File: config.mk
export PLATFORM = sky130hd
export DESIGN_NAME = hazard_ctrl_mc_flat
export DESIGN_NICKNAME = d
export VERILOG_FILES = /design/src/rtl/hazard_ctrl_mc_if.sv /design/src/rtl/hazard_ctrl_mc.sv /design/src/flat_wrapper.sv
export SDC_FILE = /design/constraint.sdc
export NUM_CORES = 1
export LEC_CHECK = 0
export CORE_ASPECT_RATIO = 1.25
export CORE_MARGIN = 2
export CORE_UTILIZATION = 30
export DETAILED_ROUTE_END_ITERATION = 6
export PLACE_DENSITY = 0.68
export SLEW_MARGIN = 20
export SYNTH_ARGS = -nofsm -noshare
export SYNTH_HDL_FRONTEND = slang
export SYNTH_SLANG_ARGS = --single-unit
File: constraint.sdc
create_clock -name clk -period 4.8 [get_ports clk]
set_input_delay 1.2 -clock clk [delete_from_list [all_inputs] [get_ports clk]]
set_output_delay 1.2 -clock clk [all_outputs]
set_load 0.03 [all_outputs]
File: src/rtl/hazard_ctrl_mc_if.sv
// Handshake bundle between the hazard controller and its multi-cycle execution channels.
// The master side is the controller: it issues start/cancel and observes request/ready.
interface hazard_ctrl_mc_if #(
    parameter int unsigned NUM_MC = 2
);
    logic [NUM_MC-1:0] mc_reqE;
    logic [NUM_MC-1:0] mc_ready;
    logic [NUM_MC-1:0] mc_start;
    logic [NUM_MC-1:0] mc_cancel;

    modport master (
        input  mc_reqE,
        input  mc_ready,
        output mc_start,
        output mc_cancel
    );

    modport slave (
        output mc_reqE,
        output mc_ready,
        input  mc_start,
        input  mc_cancel
    );
endinterface

File: src/rtl/hazard_ctrl_mc.sv
// Hazard controller for the 5-stage MIPS core: forwarding, load-use stall, multi-cycle unit
// handshake and exception flush. Optional macro HAZARD_BRANCH_STALL_EN adds a D-stage branch stall.
module hazard_ctrl_mc #(
    parameter int unsigned REG_AW = 5,
    parameter int unsigned NUM_MC = 2
) (
    input  logic              clk,
    input  logic              resetn,
    input  logic [REG_AW-1:0] rsD,
    input  logic [REG_AW-1:0] rtD,
    input  logic [REG_AW-1:0] rsE,
    input  logic [REG_AW-1:0] rtE,
    input  logic [REG_AW-1:0] writeregE,
    input  logic [REG_AW-1:0] writeregM,
    input  logic [REG_AW-1:0] writeregW,
    input  logic              regwriteE,
    input  logic              regwriteM,
    input  logic              regwriteW,
    input  logic              memtoregE,
    input  logic              branchD,
    input  logic              balD,
    input  logic              jumpD,
    input  logic              jrD,
    input  logic              flush_exc,
    hazard_ctrl_mc_if.master  mc,
    output logic              stallF,
    output logic              stallD,
    output logic              stallE,
    output logic              flushE,
    output logic              flushM,
    output logic [1:0]        forwardaE,
    output logic [1:0]        forwardbE,
    output logic [1:0]        forwardaD,
    output logic [1:0]        forwardbD
);
    localparam logic [1:0] StIdle = 2'd0;
    localparam logic [1:0] StRun  = 2'd1;
    localparam logic [1:0] StDone = 2'd2;

    logic [1:0]        state_q [NUM_MC];
    logic [1:0]        state_d [NUM_MC];
    logic [NUM_MC-1:0] ch_stall;
    logic [NUM_MC-1:0] start;
    logic [NUM_MC-1:0] cancel;
    logic              mc_stall;
    logic              lwstall;
    logic              br_stall;
    logic              fwd_from_e;

    // Outputs of each channel depend only on its own state; kept apart from next-state so the
    // stallE feedback into DONE does not form a combinational loop through one block.
    always_comb begin
        ch_stall = '0;
        start    = '0;
        cancel   = '0;
        for (int k = 0; k < NUM_MC; k++) begin
            case (state_q[k])
                StIdle: begin
                    start[k]    = mc.mc_reqE[k] & ~flush_exc;
                    ch_stall[k] = mc.mc_reqE[k] & ~flush_exc;
                end
                StRun: begin
                    ch_stall[k] = ~mc.mc_ready[k];
                    cancel[k]   = flush_exc;
                end
                default: ;
            endcase
        end
    end

    assign mc_stall = |ch_stall;
    assign stallE   = mc_stall & ~flush_exc;

    always_comb begin
        for (int k = 0; k < NUM_MC; k++) begin
            state_d[k] = state_q[k];
            if (flush_exc) begin
                state_d[k] = StIdle;
            end else begin
                case (state_q[k])
                    StIdle:  if (mc.mc_reqE[k])  state_d[k] = StRun;
                    StRun:   if (mc.mc_ready[k]) state_d[k] = StDone;
                    StDone:  if (!stallE)        state_d[k] = StIdle;
                    default: state_d[k] = StIdle;
                endcase
            end
        end
    end

    always_ff @(posedge clk or negedge resetn) begin
        if (!resetn) begin
            for (int k = 0; k < NUM_MC; k++) state_q[k] <= StIdle;
        end else begin
            for (int k = 0; k < NUM_MC; k++) state_q[k] <= state_d[k];
        end
    end

    assign mc.mc_start  = start;
    assign mc.mc_cancel = cancel;

    assign lwstall = memtoregE & ((rsD == writeregE) | (rtD == writeregE)) & (writeregE != '0);

`ifdef HAZARD_BRANCH_STALL_EN
    // No memtoregM input exists, so track whether the instruction now in M is a load.
    logic load_m_q;
    logic hit_e;
    logic hit_m;

    always_ff @(posedge clk or negedge resetn) begin
        if (!resetn) begin
            load_m_q <= 1'b0;
        end else begin
            load_m_q <= memtoregE & ~stallE & ~flush_exc;
        end
    end

    assign hit_e      = regwriteE & (writeregE != '0) & ((rsD == writeregE) | (rtD == writeregE));
    assign hit_m      = load_m_q & regwriteM & (writeregM != '0)
                      & ((rsD == writeregM) | (rtD == writeregM));
    assign br_stall   = (branchD | jrD) & (hit_e | hit_m);
    assign fwd_from_e = 1'b0;
`else
    logic unused_jr;
    assign unused_jr  = jrD;
    assign br_stall   = 1'b0;
    assign fwd_from_e = regwriteE & ~memtoregE;
`endif

    assign forwardaE = (rsE != '0 && regwriteM && rsE == writeregM) ? 2'b10 :
                       (rsE != '0 && regwriteW && rsE == writeregW) ? 2'b01 : 2'b00;
    assign forwardbE = (rtE != '0 && regwriteM && rtE == writeregM) ? 2'b10 :
                       (rtE != '0 && regwriteW && rtE == writeregW) ? 2'b01 : 2'b00;
    assign forwardaD = (rsD != '0 && fwd_from_e && rsD == writeregE) ? 2'b01 :
                       (rsD != '0 && regwriteM  && rsD == writeregM) ? 2'b10 :
                       (rsD != '0 && regwriteW  && rsD == writeregW) ? 2'b11 : 2'b00;
    assign forwardbD = (rtD != '0 && fwd_from_e && rtD == writeregE) ? 2'b01 :
                       (rtD != '0 && regwriteM  && rtD == writeregM) ? 2'b10 :
                       (rtD != '0 && regwriteW  && rtD == writeregW) ? 2'b11 : 2'b00;

    assign stallF = (lwstall | br_stall | mc_stall) & ~flush_exc;
    assign stallD = stallF;
    // Only the exception flush may clear a stalled E stage.
    assign flushE = flush_exc | (~mc_stall & (lwstall | br_stall | jumpD | (branchD & ~balD)));
    assign flushM = flush_exc;
endmodule

File: src/flat_wrapper.sv
// flat-port wrapper written by rule: the top's interface ports become plain ports
module hazard_ctrl_mc_flat 
#(
    parameter int unsigned REG_AW = 5,
    parameter int unsigned NUM_MC = 2
)
  (clk, resetn, rsD, rtD, rsE, rtE, writeregE, writeregM, writeregW, regwriteE, regwriteM, regwriteW, memtoregE, branchD, balD, jumpD, jrD, flush_exc, stallF, stallD, stallE, flushE, flushM, forwardaE, forwardbE, forwardaD, forwardbD, mc_mc_reqE, mc_mc_ready, mc_mc_start, mc_mc_cancel);
  hazard_ctrl_mc_if #(.NUM_MC(NUM_MC)) mc_i ();
  input  logic clk;
  input  logic resetn;
  input  logic [REG_AW-1:0] rsD;
  input  logic [REG_AW-1:0] rtD;
  input  logic [REG_AW-1:0] rsE;
  input  logic [REG_AW-1:0] rtE;
  input  logic [REG_AW-1:0] writeregE;
  input  logic [REG_AW-1:0] writeregM;
  input  logic [REG_AW-1:0] writeregW;
  input  logic regwriteE;
  input  logic regwriteM;
  input  logic regwriteW;
  input  logic memtoregE;
  input  logic branchD;
  input  logic balD;
  input  logic jumpD;
  input  logic jrD;
  input  logic flush_exc;
  output logic stallF;
  output logic stallD;
  output logic stallE;
  output logic flushE;
  output logic flushM;
  output logic [1:0] forwardaE;
  output logic [1:0] forwardbE;
  output logic [1:0] forwardaD;
  output logic [1:0] forwardbD;
  input wire logic [$bits(mc_i.mc_reqE)-1:0] mc_mc_reqE;
  input wire logic [$bits(mc_i.mc_ready)-1:0] mc_mc_ready;
  output wire logic [$bits(mc_i.mc_start)-1:0] mc_mc_start;
  output wire logic [$bits(mc_i.mc_cancel)-1:0] mc_mc_cancel;
  assign mc_i.mc_reqE = mc_mc_reqE;
  assign mc_i.mc_ready = mc_mc_ready;
  assign mc_mc_start = mc_i.mc_start;
  assign mc_mc_cancel = mc_i.mc_cancel;
  hazard_ctrl_mc #(.REG_AW(REG_AW), .NUM_MC(NUM_MC)) u_core (.clk(clk), .resetn(resetn), .rsD(rsD), .rtD(rtD), .rsE(rsE), .rtE(rtE), .writeregE(writeregE), .writeregM(writeregM), .writeregW(writeregW), .regwriteE(regwriteE), .regwriteM(regwriteM), .regwriteW(regwriteW), .memtoregE(memtoregE), .branchD(branchD), .balD(balD), .jumpD(jumpD), .jrD(jrD), .flush_exc(flush_exc), .mc(mc_i), .stallF(stallF), .stallD(stallD), .stallE(stallE), .flushE(flushE), .flushM(flushM), .forwardaE(forwardaE), .forwardbE(forwardbE), .forwardaD(forwardaD), .forwardbD(forwardbD));
endmodule
==> flow_summary.ini <==
[clocking]
clk_pin_slew_ns = 0.03
root_buffer = clkbuf_8
clock_sinks = 4
hold_buffers = 0
htreeDepth = 1
cts_setup_buffers = 0
clk_latency_ns = 0.21
cts_resized = 0
cts_inserted_buffers = 3
cts_tree = built
clk_path_buf_depth = 2

[sta]
fmax_mhz = 217
finalMaxSlewViolations = 0
grt_setup_unrepaired = no
slew_headroom = 0.754
fin_skew_ns = 0.000651
period_share = 0.960
fin_setup_tns_ns = 0
layout_min_cycle_time_ns = 4.61
setup_viol = 0
max_slew.worst_pin.slew_ns = 0.360
hold_viol = 0

[die]
core_area_mm2 = 0.00342
std_cell_rows = 24
dieArea_mm2 = 0.00403
start_util = 0.310
io_pins = 67
die_h_um = 70.5
die_x_um = 57.2

[detailed_routing]
post_drt_via_cell_ratio = 5.21
ant_nets = 0
drt_iter0_markers = 34
wire_per_inst_um = 14.3
dr.pass1.iters = 4
routed_wl_mm = 3.28
drc_errors = 0
vias = 1198

[final_layout]
nNetsFinal = 243
largest_register_ffs = 4
utilization = 0.516
n_antenna_cell = 0
largest_registers = u_core.state_q x4
largest-register = u_core.state_q
area_growth_pct = 66.7
drive_above_1_share = 0.0890

[global_route]
antenna_found_initial = 0
grt_start_max_net_pins = 8
grt_usage = 0.167
overflow = 0
grt_pass1_vias = 1268
grt_pass1_wl_mm = 5.44

[synthesis]
synth_most_common_cell = xnor2_1
synth_top_cell_by_area = xnor2_1
synth_flop_cell = dfrtp_1
synth_area_mm2 = 0.00106
yosys_warnings = 0
ys_top_cells_by_count = xnor2_1 (36), xor2_1 (14), clkbuf_1 (8), nand4_1 (8), nor3_1 (6)
synth_edf_count = 0
ys_types = 35
synthTopCellsByArea = xnor2_1 (30%), xor2_1 (12%), dfrtp_1 (9.4%)
ys_seq_elements = 4
avgSynthCellArea_um2 = 8.03
synth_top_area_share = 0.298
syn_nets = 182
yosysSeqAreaShare = 0.0945
synthArstFlopShare = 1.00
syn_inst = 132

[hold_path]
hold_class = flip-flop to flip-flop
holdPathStages = 1

[power]
clkPwrFrac = 0.258
leakage_nw = 0.572
internal_power_w = 0.000172
switching_share = 0.342
p_sw_w = 0.0000896
power_density_mw_per_mm2 = 148
combPwrFrac = 0.591
vdd_drop_max_uv = 141
seq_power_share = 0.151
finalPower_w = 0.000262

[placed_design]
gp_congestion = 0.813
dpl.hpwl_mm = 2.91
port_buffers = 65

[worst_setup_path]
crit_path_max_fanout = 5
r2r_cells = 5
worstSetupStartpointType = input pin
required_ns = 3.60
endpoint_kind = output port
path_class = input pin to output port
arrival_ns = 3.41

[flow_run]
maxCapViolCount = 0

[run_status]
outcome = complete, no violations
power groups by stage:
stage	clock (W)	sequential (W)	combinational [W]
2_1_floorplan	0	0.0000391	0.0000799
3_3_place_gp	0	0.0000393	0.000152
6_report	0.0000676	0.0000394	0.000155
3_5_place_dp	0	0.0000397	0.000156
4_1_cts	0.0000698	0.0000393	0.000156
5_1_grt	0.0000724	0.0000398	0.000167
layer usage:
metal,global-route usage,vias to the layer above,part of all wire
li1,-,593,-
met1,0.159,537,0.35
met2,0.335,63,0.55
met3,0.0444,5,0.091
met4,0.0465,0,0.013
met5,0,-,0
metrics by stage:
stage / worst slack, ns / std cells / hold slack, ns / area (µm²)
final: 0.192 / 230 / 0.509 / 1770
after global routing: 0.00341 / 230 / 0.533 / 1770
after floorplan: 0.0623 / 132 / 0.484 / 1060
after CTS: 0.185 / 230 / 0.512 / 1770
after global placement: 0.201 / 227 / 0.492 / 1730
after detailed placement: 0.187 / 227 / 0.508 / 1730
cell families (layout without fill, tap and decap cells):
logic type	count (synthesis)	in the layout	share of synthesized area
xor+xnor	50	50	0.413
buf+inv	14	73	0.0567
flops	4	4	0.0945
simple gates	49	49	0.334
compound gates	15	15	0.102
final timing paths:
check / from / to / slack [ns]
max: rtD[3] / forwardbD[0] / 0.19
min: u_core.state_q[3] / u_core.state_q[2] / 0.51
max reg2reg: u_core.state_q[1] / u_core.state_q[3] / 3.43
min reg2reg: u_core.state_q[3] / u_core.state_q[2] / 0.51
max in group asynchronous: resetn / u_core.state_q[0] / 3.43
min in group asynchronous: resetn / u_core.state_q[2] / 1.20
cell type report:
| cell class | instances | area, µm² |
|---|---|---|
| multi-input combinational | 114 | 900 |
| timing repair buffer | 67 | 666 |
| inverter | 3 | 11.3 |
| fill | 342 | 1660 |
| tap | 39 | 48.8 |
| clock buffer | 3 | 41.3 |
| sequential | 4 | 100 |
worst max-delay path, cell delays in order:
cell	delay, ns
clkdlybuf4s50_1	0.51
or4_1	0.56
nor2_2	0.17
nor4_1	0.10
o32ai_1	0.14
clkdlybuf4s50_1	0.72
layout by cell type (no fill, tap or decap), types with 2 or more instances in the layout:
master           count
buf_4                2
clkdlybuf4s50_1     65
or4_1                2
nand2_1              4
nand3_1              2
xnor2_1             36
clkbuf_8             3
xor2_1              14
nor2_1               3
or4_4                3
nor3b_1              2
nor4_2               4
o32a_1               2
o21ai_0              2
a2111oi_0            2
o32ai_1              2
a31oi_1              2
a21oi_1              3
or3_1                2
dfrtp_1              4
nor2_4               3
nor3_1               6
inv_1                3
nor4_1               2
nand4_1              8
No activity file was read; power rests on OpenSTA's default activity.
